===== src/rtl/bus_port_fifo.sv =====
// bus_port_fifo: per-device TX/RX packet buffers between a device and the bus arbiter.
// TX drains to the bus via pndng/D_pop/pop; RX takes bus pushes filtered on destination ID.

module bus_port_fifo_q #(
    parameter int W     = 16,
    parameter int DEPTH = 8
) (
    input  logic                       clk,
    input  logic                       reset,
    input  logic                       i_wr,
    input  logic                       i_rd,
    input  logic [W-1:0]               i_din,
    output logic [W-1:0]               o_dout,
    output logic [$clog2(DEPTH+1)-1:0] o_count,
    output logic                       o_ovf,
    output logic                       o_udf
);
    localparam int CW = $clog2(DEPTH+1);
    localparam int PW = $clog2(DEPTH);

    logic [W-1:0]  r_mem [DEPTH];
    logic [PW-1:0] r_wr_ptr;
    logic [PW-1:0] r_rd_ptr;
    logic [CW-1:0] r_cnt;
    logic          w_empty;
    logic          w_full;
    logic          w_rd_ok;
    logic          w_wr_ok;

    assign w_empty = r_cnt == '0;
    assign w_full  = r_cnt == CW'(DEPTH);
    assign w_rd_ok = i_rd & ~w_empty;
    // A read in the same cycle frees the slot a write into a full FIFO needs.
    assign w_wr_ok = i_wr & (~w_full | w_rd_ok);
    assign o_ovf   = i_wr & ~w_wr_ok;
    assign o_udf   = i_rd & w_empty;
    assign o_count = r_cnt;
    assign o_dout  = w_empty ? '0 : r_mem[r_rd_ptr];

    always_ff @(posedge clk) begin
        if (w_wr_ok) r_mem[r_wr_ptr] <= i_din;
    end

    always_ff @(posedge clk or negedge reset) begin
        if (!reset) begin
            r_wr_ptr <= '0;
            r_rd_ptr <= '0;
            r_cnt    <= '0;
        end else begin
            r_wr_ptr <= r_wr_ptr + PW'(w_wr_ok);
            r_rd_ptr <= r_rd_ptr + PW'(w_rd_ok);
            r_cnt    <= r_cnt + CW'(w_wr_ok) - CW'(w_rd_ok);
        end
    end
endmodule

module bus_port_fifo #(
    parameter int          pckg_sz   = 16,
    parameter int          depth     = 8,
    parameter logic [7:0]  id        = 8'd0,
    parameter logic [7:0]  broadcast = 8'hFF
) (
    input  logic                       clk,
    input  logic                       reset,
    input  logic                       dev_wr,
    input  logic [pckg_sz-1:0]         dev_din,
    output logic                       dev_full,
    output logic                       pndng,
    output logic [pckg_sz-1:0]         D_pop,
    input  logic                       pop,
    input  logic                       push,
    input  logic [pckg_sz-1:0]         D_push,
    input  logic                       dev_rd,
    output logic [pckg_sz-1:0]         dev_dout,
    output logic                       dev_valid,
    output logic [$clog2(depth+1)-1:0] tx_count,
    output logic [$clog2(depth+1)-1:0] rx_count,
    output logic                       ovf_err,
    output logic                       udf_err,
    output logic                       addr_err
);
    localparam int CW = $clog2(depth+1);

    logic [7:0] w_dest;
    logic       w_match;
    logic       w_rx_wr;
    logic       w_tx_ovf;
    logic       w_tx_udf;
    logic       w_rx_ovf;
    logic       w_rx_udf;
    logic       r_ovf;
    logic       r_udf;
    logic       r_addr;

    assign w_dest  = D_push[pckg_sz-1 -: 8];
    assign w_match = (w_dest == id) || (w_dest == broadcast);
    assign w_rx_wr = push & w_match;

    bus_port_fifo_q #(.W(pckg_sz), .DEPTH(depth)) u_tx (
        .clk(clk), .reset(reset), .i_wr(dev_wr), .i_rd(pop), .i_din(dev_din),
        .o_dout(D_pop), .o_count(tx_count), .o_ovf(w_tx_ovf), .o_udf(w_tx_udf)
    );

    bus_port_fifo_q #(.W(pckg_sz), .DEPTH(depth)) u_rx (
        .clk(clk), .reset(reset), .i_wr(w_rx_wr), .i_rd(dev_rd), .i_din(D_push),
        .o_dout(dev_dout), .o_count(rx_count), .o_ovf(w_rx_ovf), .o_udf(w_rx_udf)
    );

    assign dev_full  = tx_count == CW'(depth);
    assign pndng     = tx_count != '0;
    assign dev_valid = rx_count != '0;
    assign ovf_err   = r_ovf;
    assign udf_err   = r_udf;
    assign addr_err  = r_addr;

    always_ff @(posedge clk or negedge reset) begin
        if (!reset) begin
            r_ovf  <= 1'b0;
            r_udf  <= 1'b0;
            r_addr <= 1'b0;
        end else begin
            r_ovf  <= r_ovf | w_tx_ovf | w_rx_ovf;
            r_udf  <= r_udf | w_tx_udf | w_rx_udf;
            r_addr <= r_addr | (push & ~w_match);
        end
    end
endmodule


===== config.mk =====
export PLATFORM = sky130hd
export DESIGN_NAME = bus_port_fifo
export DESIGN_NICKNAME = d
export VERILOG_FILES = /design/src/rtl/bus_port_fifo.sv
export SDC_FILE = /design/constraint.sdc
export NUM_CORES = 1
export LEC_CHECK = 0
export ABC_AREA = 0
export CELL_PAD_IN_SITES_DETAIL_PLACEMENT = 1
export CELL_PAD_IN_SITES_GLOBAL_PLACEMENT = 1
export CORE_MARGIN = 10
export CORE_UTILIZATION = 35
export DETAILED_ROUTE_END_ITERATION = 7
export GPL_TIMING_DRIVEN = 0
export PLACE_DENSITY_LB_ADDON = 0.1
export SLEW_MARGIN = 20
export SYNTH_ARGS = -nofsm -noshare
export SYNTH_HDL_FRONTEND = slang
export SYNTH_HIERARCHICAL = 1
export SYNTH_SLANG_ARGS = --single-unit
export TNS_END_PERCENT = 20

===== constraint.sdc =====
create_clock -name clk -period 6.9 [get_ports clk]
set_input_delay 1.035 -clock clk [delete_from_list [all_inputs] [get_ports clk]]
set_output_delay 1.035 -clock clk [all_outputs]
set_load 0.01 [all_outputs]

# ---- Word-level counts from Yosys, hierarchy flattened
# Memory sizes are Yosys's and may differ from the RTL's.
# Cells that the tools add are included.
dict set report totals {
  n_memories 2
  ram_bits 256
  out_inout_bits 46
  register_bits 23
  word_cells 58
}
# memory depth word_bits rd rd_ports_with_merged_regs write_ports line_no
set mem_list {}
lappend mem_list {u_rx.r_mem 8 16 1 0 1 21} ;# logic [W-1:0] r_mem [DEPTH];
lappend mem_list {u_tx.r_mem 8 16 1 0 1 21}
dict set report op_classes {
  n_bitwise 24
  n_mux 6
  eq_ne 3
  add_sub_neg 8
  n_reduce_logical 6
}
# cell n
set ops {}
lappend ops {{$mux 16} 2}
lappend ops {{$add 3x1->3} 4}
lappend ops {{$and 1x1->1} 10}
lappend ops {{$add 4x1->4} 2}
lappend ops {{$eq 4x4->1 const B} 2}
lappend ops {{$eq 8x8->1 const B} 1}
lappend ops {{$logic_not 4->1} 2}
lappend ops {{$logic_not 8->1} 1}
lappend ops {{$reduce_bool 4->1} 2}
lappend ops {{$sub 4x1->4} 2}
lappend ops {{$not 1->1} 7}
lappend ops {{$or 1x1->1} 7}
lappend ops {{$mux 1} 4}
lappend ops {{$logic_or 1x1->1} 1}

# ---- Logic depth before layout (Yosys ltp)
# Gate-level depths: netlist of the first run.
dict set report logic_depth {
  depth_word 9
  depth_mapped 10
  ltp_nobuf 10
}

# ---- Cells and area by module
# Netlist of the first run, hierarchy kept.
# module n_inst cells_each seq_area_each_um2 area_each_um2
set by_module_without_submodules {}
lappend by_module_without_submodules {bus_port_fifo_q 2 245 4093.9 5462.7}
lappend by_module_without_submodules {bus_port_fifo 1 16 75.1 175.2}

# ---- Worst setup path after synthesis of the first run
# Ideal clock, no wire load.
dict set report synth_timing {
  path_type {input to register}
  start {input D_push[8]}
  end {memory u_rx.r_mem[1][0], enable pin}
  n_path_buf 0
  arrival_ns 3.070
  stages 5
  setup_slack_ns 3.420
  setup_ns 0.409
  path_cell_list {nor4_2 > nand2_1 > a21boi_0 > o311ai_1 > nor3_1}
}
dict set report synth_via {
  elab_chain_len 6
}
# element line_no
set synth_lines {}
lappend synth_lines {{start, declared} 72} ;# input logic [pckg_sz-1:0] D_push,
lappend synth_lines {{$eq 8x8->1 or $logic_not 8->1 (tied branches)} 96} ;# assign w_match = (w_dest == id) || (w_dest == broadcast);
lappend synth_lines {{$logic_or 1x1->1 (*)} 96}
lappend synth_lines {{$and 1x1->1 (*)} 97} ;# assign w_rx_wr = push & w_match;
lappend synth_lines {{named net w_rx_wr} 86} ;# logic w_rx_wr;
lappend synth_lines {{$and 1x1->1 (*)} 34} ;# assign w_wr_ok = i_wr & (~w_full | w_rd_ok);
lappend synth_lines {{$mux 1 (*)} 41} ;# if (w_wr_ok) r_mem[r_wr_ptr] <= i_din;
lappend synth_lines {{$mux 1 (not written as such) (*)} 41}
lappend synth_lines {{end, declared} 21}
# The timed path passes the listed nets; every way through them passes the cells marked *.

# ---- Worst setup path in the final report of the first run
dict set report layout_timing {
  start {register u_rx.r_cnt[2], in the netlist u_rx/o_count[2]}
  end {output dev_dout[13]}
}
dict set report layout_via {
  elab_chain_len 2
}
# element line_no
set layout_lines {}
lappend layout_lines {{start, declared} 24} ;# logic [CW-1:0] r_cnt;
lappend layout_lines {{start signal, assigned} 52} ;# r_cnt <= r_cnt + CW'(w_wr_ok) - CW'(w_rd_ok);
lappend layout_lines {{$logic_not 4->1} 30} ;# assign w_empty = r_cnt == '0;
lappend layout_lines {{$mux 16} 38} ;# assign o_dout = w_empty ? '0 : r_mem[r_rd_ptr];
lappend layout_lines {{end, declared} 74} ;# output logic [pckg_sz-1:0] dev_dout,
# Every way passes these cells.

==> impl_metrics.csv, run 1 <==
group,metric,value,unit
detailed_routing,wire_per_inst,23.4,microns
detailed_routing,drt_iter0_markers,268,
logic_synthesis,synth_cell_type_count,38,
sta,worstMarginPinSlew,1.03,ns
global_route,antenna_found_initial,1,
place,gp_congestion,0.697,
logic_synthesis,ys_warn_count,6,
detailed_routing,vias,5394,
logic_synthesis,ys_seq_area_frac,0.744,
clock_tree,htreeDepth,1,
finish,multi_input_area,2660,sq um
detailed_routing,ant_nets,0,
floorplanning,die_x,198,microns
power_and_ir_drop,leakagePower,0.00462,uW
floorplanning,floorplan.initialDensity,0.354,
sta,slew_viol_final,0,
place,dp_cells,1007,
worst_setup_path,cp-start-kind,"register",
place,dpl_cell_area,12700,sq um
finish,finalNonFillerCells,1059,
clock_tree,clk_latency,0.54,ns
logic_synthesis,ys_top_cells_by_area,"edfxtp_1, mux4_1, mux4_2",
logic_synthesis,syn_area,11100,sq um
finish,n_antenna_cell,0,
finish,layout-drive-gt1-share,0.204,
finish,fill_cells,2968,
worst_setup_path,startpoint,"u_rx/o_count[2]",
worst_setup_path,rr_worst_depth,7,
worst_setup_path,worstSetupPathType,"register to primary output",
detailed_routing,wirelength,24.7,mm
clock_tree,cts_tree,"done",
sta,setup_viol,0,
floorplanning,die_h,198,microns
clock_tree,numCtsBuffers,30,
logic_synthesis,async_reset_ff_frac,0.0824,
clock_tree,cts_hold_buffers,0,
clock_tree,ctsResizeCount,0,
detailed_routing,drc_errors,0,
worst_setup_path,crit_path_max_fanout,10,
logic_synthesis,synth_edf_count,256,
global_route,grt_max_degree,24,
finish,regArea,8260,sq um
finish,final_area,13600,sq um
power_and_ir_drop,intPower,3900,uW
place,hpwl,16.8,mm
hold_path,hold_class,"input port to asynchronous set/reset pin",
detailed_routing,drt_pass1_iterations,4,
floorplanning,coreArea,31400,sq um
finish,area_delta_synth_final,22.1,%
sta,timing.final.crit_share,0.583,
worst_setup_path,crit_required,5.86,ns
sta,timing.hold.ws,0.475,ns
floorplanning,rows,65,
power_and_ir_drop,clkPwrFrac,0.264,
logic_synthesis,synthCells,506,
clock_tree,numClockSinks,279,
finish,nNetsFinal,695,
logic_synthesis,yosysTopAreaCellShare,0.693,
sta,min_period,4.03,ns
clock_tree,clockBufferDepth,3,
worst_setup_path,endpoint_kind,"primary output",
power_and_ir_drop,switching_share,0.295,
global_route,grt_overflow,0,
place,portBuffers,83,
run_status,outcome,"finished clean",
floorplanning,die_area,39200,sq um
worst_setup_path,r2r_end,"u_tx/r_mem[0][9]",
worst_setup_path,worstReg2RegStart,"u_tx/o_count[2]",
floorplanning,top_level_ports,84,
worst_setup_path,endpoint,"dev_dout[13]",
sta,fin_skew,0.00991,ns
power_and_ir_drop,switching_power,1630,uW
clock_tree,post_cts_buffers,0,
worst_setup_path,crit_arrival,2.99,ns
sta,setup_tns,0,ns
power_and_ir_drop,ir_drop,0.196,mV
logic_synthesis,ys_ff_latch,279,
worst_setup_path,rrSetupSlack,4.13,ns
global_route,grt_pass1_wl,37.5,mm
sta,max-slew-margin-rel,0.305,
logic_synthesis,synth_ff_type,"edfxtp_1",
logic_synthesis,synth.top_cells.by_count,"edfxtp_1, mux4_2, a22o_1",
logic_synthesis,yosysMostFrequentCell,"edfxtp_1",
power_and_ir_drop,p_comb_frac,0.352,
logic_synthesis,synth_area_per_cell,21.9,sq um
sta,rsz0062_at_grt,"false",
global_route,grt_usage,0.128,
sta,max_freq,0.248,GHz
detailed_routing,vias_per_cell,5.09,
run,max-cap-violations,0,
sta,final_hold_viol_count,0,
logic_synthesis,syn-num-nets,564,
clock_tree,cts-root-buf,"clkbuf_16",
power_and_ir_drop,power_density,408,nW/um^2
logic_synthesis,synth_top_area_cell,"edfxtp_1",
global_route,grt_pass1_vias,5991,
power_and_ir_drop,power_frac_seq,0.385,
clock_tree,path_clk_slew,0.06,ns
==> worst max-delay path, stage by stage (launching register included) <==
cell and delay, ns:
dfrtp_1 0.37, inv_1 0.09, ha_1 0.25, a21oi_1 0.73
buf_6 0.28, a22o_1 0.18, clkdlybuf4s50_1 0.55
==> area by class of cell <==
type                            count  area share
Sequential cell                   279       0.610
Multi-Input combinational cell    193       0.196
Timing Repair Buffer               99      0.0731
Clock buffer                       39      0.0594
Tap cell                          402      0.0371
Buffer                             20      0.0142
Clock inverter                     13     0.00637
Inverter                           14     0.00388
==> through the flow <==
stage / utilization / setup slack [ns] / power [uW]
floorplan: - / 3.42 / 3270
global placement: 0.396 / 0.905 / 4090
detailed placement: 0.403 / 2.37 / 4150
CTS: 0.432 / 2.81 / 5640
global route: 0.432 / 2.69 / 5830
finish: 0.432 / 2.87 / 5530
==> power groups by stage <==
| stage | registers (uW) | logic, uW | clock network, uW |
|---|---|---|---|
| floorplan | 2140 | 1130 | 0 |
| global placement | 2150 | 1930 | 0 |
| detailed placement | 2160 | 1990 | 0 |
| CTS | 2130 | 2000 | 1510 |
| global route | 2150 | 2100 | 1580 |
| finish | 2130 | 1940 | 1460 |
==> routing by layer <==
metal / up-vias / GRT usage / part of all wire
met5: - / 0 / 0.00053
met3: 45 / 0.0272 / 0.046
met4: 2 / 0.0336 / 0.020
met2: 112 / 0.206 / 0.47
met1: 2833 / 0.171 / 0.46
li1: 2402 / - / -
==> sequential cells by signal, summed over array words and instances, names as in the netlist <==
name / cells
u_rx/r_rd_ptr: 3
u_tx/r_mem: 128
u_rx/o_count: 4
udf_err: 1
u_tx/r_wr_ptr: 3
addr_err: 1
u_tx/r_rd_ptr: 3
u_rx/r_wr_ptr: 3
ovf_err: 1
u_rx/r_mem: 128
u_tx/o_count: 4
==> layout by cell type (no fill, tap or decap), types with 10 or more instances in the layout <==
cell type        synthesis  final
clkdlybuf4s50_1          0     82
buf_4                    2     10
mux4_1                  30     30
mux4_2                  34     34
inv_1                   14     14
edfxtp_1               256    256
a22o_1                  32     32
ha_1                    18     18
dfrtp_1                 23     23
clkbuf_16                0     31
buf_6                    8     12
==> kinds of logic (layout without fill, tap and decap cells) <==
family                     count (synthesis)  after routing  share of synthesized area
DFF                                      279            279                      0.744
muxes                                     64             64                      0.140
and+or+nand+nor                           53             53                     0.0281
AOI/OAI and AO/OA                         48             48                     0.0353
buffers and inverters                     34            185                     0.0221
adders and majority gates                 20             20                     0.0239
xor gates and xnor gates                   8              8                    0.00631
==> how the worst min path moves through the flow <==
stage / from / slack (ns) / endpoint
final: reset / 0.47 / u_tx/r_wr_ptr[0]
after global routing: addr_err / 0.49 / addr_err
after CTS: addr_err / 0.48 / addr_err
after detailed placement: ovf_err / 0.47 / ovf_err
after global placement: addr_err / 0.45 / addr_err
after floorplan: u_rx/r_rd_ptr[2] / 0.46 / u_rx/r_rd_ptr[2]
Power figures use the tool's default switching activity.
==> run 2, diff against run 1 <==
clock period = 3.6 ns   (was 6.9 ns; I/O delays follow)
==> run 2 against run 1 <==
Power is 92% higher. Global-route usage did not move. Critical endpoint is now D_pop[14]. Sequential share of layout area decreased by 0.079 points. Combinational power up 93%.
==> impl_metrics.csv, run 2 (synthesis results as in run 1) <==
group,metric,value,unit
power_and_ir_drop,power_density,781,nW/um^2
detailed_routing,wire_per_inst,23.3,microns
power_and_ir_drop,ir_drop,0.375,mV
run,max-cap-violations,0,
worst_setup_path,cp_slowest_stage_delay,0.50,ns
sta,fin_skew,0.00954,ns
worst_setup_path,crit_required,3.06,ns
sta,worstMarginPinSlew,1.03,ns
detailed_routing,drt_pass1_iterations,4,
floorplanning,die_x,198,microns
finish,nNetsFinal,696,
sta,setup_viol,0,
finish,mostFrequentLayoutCells,"edfxtp_1, clkdlybuf4s50_1, mux4_2",
floorplanning,die_area,39200,sq um
place,portBuffers,83,
worst_setup_path,crit_path_cell_trace,"inv_1 > ha_1 > or3b_1 > and2_4 > buf_6 > buf_8 > a22o_1 > clkdlybuf4s50_1",
sta,max_freq,0.290,GHz
detailed_routing,ant_nets,0,
clock_tree,htreeDepth,1,
floorplanning,rows,65,
floorplanning,die_h,198,microns
floorplanning,coreArea,31400,sq um
detailed_routing,vias_per_cell,5.08,
finish,fill_cells,2970,
clock_tree,cts_tree,"done",
worst_setup_path,crit_path_max_fanout,10,
finish,n_antenna_cell,0,
clock_tree,numClockSinks,279,
place,dp_cells,1007,
detailed_routing,vias,5386,
worst_setup_path,endpoint_kind,"primary output",
clock_tree,path_clk_slew,0.06,ns
worst_setup_path,crit_path_top_delay_cell,"clkdlybuf4s50_1",
global_route,grt_usage,0.128,
sta,max-slew-margin-rel,0.304,
finish,final_common_cell,"edfxtp_1",
hold_path,hold_class,"register to register",
global_route,grt_pass1_wl,37.5,mm
clock_tree,cts-root-buf,"clkbuf_16",
power_and_ir_drop,leakagePower,0.00462,uW
detailed_routing,drt_iter0_markers,281,
detailed_routing,wirelength,24.7,mm
clock_tree,post_cts_buffers,0,
detailed_routing,drc_errors,0,
sta,slew_viol_final,0,
global_route,grt_overflow,0,
sta,setup_tns,0,ns
clock_tree,clockBufferDepth,3,
sta,final_hold_viol_count,0,
worst_setup_path,crit_arrival,2.91,ns
floorplanning,floorplan.initialDensity,0.354,
global_route,grt_pass1_vias,5994,
place,gp_congestion,0.697,
clock_tree,numCtsBuffers,30,
clock_tree,clk_latency,0.54,ns
place,hpwl,16.8,mm
global_route,grt_max_degree,24,
sta,min_period,3.45,ns
finish,area_delta_synth_final,22.3,%
finish,layout-drive-gt1-share,0.207,
floorplanning,top_level_ports,84,
worst_setup_path,worstSetupPathType,"register to primary output",
finish,finalNonFillerCells,1060,
worst_setup_path,cp-start-kind,"register",
global_route,antenna_found_initial,1,
finish,largestRegisters,"u_rx/r_mem x128, u_tx/r_mem x128",
sta,timing.final.crit_share,0.959,
finish,final_util,0.432,
run_status,outcome,"finished clean",
## run 2: changes by cell type in the layout (fill, tap and decap cells not counted)
| cell | before | now |
|---|---|---|
| a21boi_0 | 1 | 0 |
| a21boi_1 | 0 | 1 |
| a21oi_1 | 4 | 2 |
| dlygate4sd3_1 | 0 | 1 |
| a21oi_2 | 0 | 2 |
## run 2: stage by stage
stage,power (uW),cell area [sq um],worst slack [ns],hold WS [ns]
after floorplan,6270,11100,0.615,0.244
after global placement,7830,12400,-1.90,0.454
after detailed placement,7960,12700,-0.440,0.466
after CTS,10800,13600,0.00231,0.482
after global routing,11200,13600,-0.00879,0.487
final,10600,13600,0.148,0.478
## run 2: metal layers
metal	routed length (microns)	global-route usage
met2	11600	0.206
met3	1050	0.0268
met1	11500	0.172
met4	496	0.0336
met5	13	0
## run 2: final timing paths
check                                        end       startpoint  cells after the start  slack [ns]
min in group asynchronous       u_tx/r_wr_ptr[0]            reset                      2        0.51
max in group asynchronous       u_tx/r_rd_ptr[2]            reset                      2        2.72
worst min register to register          addr_err         addr_err                      1        0.48
worst max register to register  u_tx/r_mem[0][6]  u_tx/o_count[2]                      7        0.81
worst max-delay path                   D_pop[14]  u_tx/o_count[2]                      8        0.15
worst min-delay path                    addr_err         addr_err                      1        0.48
## run 2: repair_timing
action                                  CTS  global route
gates resized for setup                   0             3
hold endpoints to repair                 23             0
endpoints found under the setup margin    0            30
hold buffers                              1             0
## run 2: worst max-delay path: cells and delay by family, from the launching register on
kind / cells / cell delay (ns)
flip-flops: 1 / 0.41
AO/OA/AOI/OAI: 1 / 0.23
buffers and inverters: 4 / 0.89
adder cells (fa/ha/maj): 1 / 0.24
AND/OR/NAND/NOR: 2 / 0.59
## run 2: layout make-up
cell class,instances,area [sq um],share of cell area
sequential,279,8260,0.609
multi-input combinational,193,2670,0.197
timing repair buffer,100,1000,0.0737
clock buffer,39,806,0.0594
tap,402,503,0.0371
buffer,20,193,0.0142
clock inverter,13,86.3,0.00636
inverter,14,52.6,0.00387
## run 2: power breakdown
part | switching (uW) | internal (uW)
registers | 187 | 3890
logic | 1780 | 1950
clock network | 1160 | 1630
==> run 3, diff against run 2 <==
SYNTH_HIERARCHICAL = default   (was 1)
==> run 3 against run 2 <==
Final area up 0.37%. Combinational power down 3%. Setup slack improved by 0.0040 ns.
==> impl_metrics.csv, run 3 <==
group,metric,value,unit
sta,setup_viol,0,
detailed_routing,highest_layer,"met5",
worst_setup_path,crit_required,3.06,ns
sta,final_hold_viol_count,0,
detailed_routing,wl_met1,12.0,mm
detailed_routing,drt_pass1_iterations,4,
floorplanning,rows,64,
global_route,antenna_found_initial,1,
logic_synthesis,syn_area,11000,sq um
sta,worstMarginPinSlew,0.923,ns
global_route,grt_pass1_wl,38.6,mm
detailed_routing,vias_per_cell,5.01,
worst_setup_path,startpoint,"u_tx.r_rd_ptr[1]",
sta,rsz0062_at_grt,"false",
finish,final_common_cell,"edfxtp_1",
detailed_routing,wirelength,25.4,mm
power_and_ir_drop,power,10800,uW
place,dp_cells,1029,
worst_setup_path,cp-start-kind,"register",
finish,nNetsFinal,724,
worst_setup_path,crit_path_max_fanout,10,
worst_setup_path,rr_worst_depth,8,
hold_path,holdCritStartpoint,"addr_err",
clock_tree,cts-root-buf,"clkbuf_16",
place,hpwl,17.0,mm
finish,largestRegisters,"u_rx.r_mem x128, u_tx.r_mem x128",
finish,layout-drive-gt1-share,0.246,
logic_synthesis,synth.top_cells.by_count,"edfxtp_1, mux4_2, nor2_1",
detailed_routing,drt_iter0_markers,275,
detailed_routing,routed-wl-met3,1.19,mm
finish,n_antenna_cell,0,
logic_synthesis,synth_edf_count,256,
clock_tree,cts_tree,"done",
detailed_routing,route.met2.wl,11.9,mm
logic_synthesis,yosysTopAreaCellShare,0.698,
run,max-cap-violations,0,
logic_synthesis,async_reset_ff_frac,0.0824,
logic_synthesis,syn-num-nets,589,
sta,timing.final.crit_share,0.958,
place,gp_congestion,0.703,
sta,max_freq,0.290,GHz
logic_synthesis,ys_top_cells_by_area,"edfxtp_1, mux4_2, dfrtp_1",
clock_tree,numClockSinks,279,
logic_synthesis,synth_ff_type,"edfxtp_1",
detailed_routing,ant_nets,0,
worst_setup_path,crit_arrival,2.91,ns
logic_synthesis,ys_warn_count,0,
floorplanning,die_area,38900,sq um
sta,min_period,3.45,ns
finish,finalNonFillerCells,1084,
floorplanning,die_x,197,microns
worst_setup_path,worstSetupPathType,"register to primary output",
power_and_ir_drop,ir_drop,0.366,mV
logic_synthesis,ys_ff_latch,279,
worst_setup_path,endpoint_kind,"primary output",
floorplanning,coreArea,30800,sq um
sta,fin_skew,0.0106,ns
worst_setup_path,r2r_end,"u_tx.r_mem[0][7]",
detailed_routing,wire_per_inst,23.5,microns
clock_tree,clockBufferDepth,3,
sta,max-slew-margin-rel,0.385,
finish,mostFrequentLayoutCells,"edfxtp_1, clkdlybuf4s50_1, mux4_2",
run_status,outcome,"finished clean",
hold_path,hold_class,"register to register",
floorplanning,floorplan.initialDensity,0.357,
logic_synthesis,synthCells,529,
global_route,grt_max_degree,24,
clock_tree,clk_latency,0.54,ns
clock_tree,path_clk_slew,0.06,ns
place,place_ws,-0.0333,ns
clock_tree,post_cts_buffers,0,
global_route,grt_usage,0.131,
logic_synthesis,synth_top_area_cell,"edfxtp_1",
power_and_ir_drop,power_density,793,nW/um^2
logic_synthesis,ys_seq_area_frac,0.751,
worst_setup_path,endpoint,"D_pop[15]",
clock_tree,numCtsBuffers,30,
global_route,grt_pass1_vias,6135,
logic_synthesis,yosysMostFrequentCell,"edfxtp_1",
detailed_routing,drc_errors,0,
worst_setup_path,worstReg2RegStart,"u_tx.o_count[2]",
logic_synthesis,synth_area_per_cell,20.8,sq um
logic_synthesis,synth_cell_type_count,35,
sta,slew_viol_final,0,
floorplanning,top_level_ports,84,
global_route,grt_overflow,0,
floorplanning,die_h,197,microns
detailed_routing,vias,5432,
place,portBuffers,83,
finish,area_delta_synth_final,23.8,%
power_and_ir_drop,leakagePower,0.00468,uW
clock_tree,htreeDepth,1,
worst_setup_path,rrSetupSlack,0.75,ns
sta,setup_ws,0.151,ns
==> run 3: cell count changes after synthesis, sizes merged, moves of 3 or more <==
cell	previous run	this run
a22o	32	0
mux2i	0	32
nor2	16	44
clkbuf	0	12
buf	20	11
inv	14	18
o311ai	4	0
or3	4	0
or2	3	0
==> run 3: final cells by class <==
| class | count | area, sq um |
|---|---|---|
| plain buffers | 21 | 97.6 |
| clock buffers | 43 | 861 |
| clock inverters | 13 | 165 |
| fillers | 2893 | 17200 |
| inverters | 18 | 67.6 |
| multi-input cells | 209 | 2670 |
| flip-flops and latches | 279 | 8260 |
| well taps | 396 | 495 |
| repair buffers | 105 | 1010 |
==> run 3: critical path, cell delays in order, from the launching register on <==
cell             delay [ns]
dfrtp_1                0.34
buf_2                  0.18
clkbuf_1               0.61
mux4_2                 0.40
mux2i_1                0.24
nor2_1                 0.08
clkdlybuf4s50_1        0.52
==> run 3: cell families after synthesis <==
group | after synthesis | share of synthesized area
buffers and inverters | 41 | 0.0152
flip-flops | 279 | 0.751
adder cells (fa/ha/maj) | 22 | 0.0264
XOR/XNOR | 8 | 0.00637
AND/OR/NAND/NOR | 73 | 0.0336
multiplexers | 96 | 0.160
AO/OA/AOI/OAI | 10 | 0.00773
==> run 3: worst min-delay path by stage <==
stage                to  depth (start not counted)
4_1_cts        addr_err                          1
3_5_place_dp   addr_err                          1
2_1_floorplan  addr_err                          0
5_1_grt        addr_err                          1
3_3_place_gp   addr_err                          1
6_report       addr_err                          1
==> run 3: power by group <==
group,total [uW],internal [uW],switching (uW)
logic,3630,1820,1810
registers,4030,3880,151
clock network,3150,1940,1210
==> run 3: per-stage QoR <==
step / hold WS [ns] / TNS [ns] / utilization / instance area [sq um]
after global routing: 0.492 / 0 / 0.442 / 13600
after CTS: 0.482 / 0 / 0.442 / 13600
after global placement: 0.463 / -207.06 / 0.400 / 12300
after detailed placement: 0.459 / -0.132 / 0.408 / 12600
after floorplan: 0.244 / 0 / - / 11000
final: 0.472 / 0 / 0.442 / 13600
==> run 3: layer usage <==
layer	up-vias	global-route usage
met5	-	0
met4	2	0.0271
met3	35	0.0279
met2	101	0.207
met1	2894	0.184
li1	2400	-
==> run 3: repair_timing <==
action / 4_1_cts / 5_1_grt
hold endpoints to repair: 8 / 0
hold buffers: 1 / 0
resized for setup: 3 / 2
endpoints found under the setup margin: 21 / 2
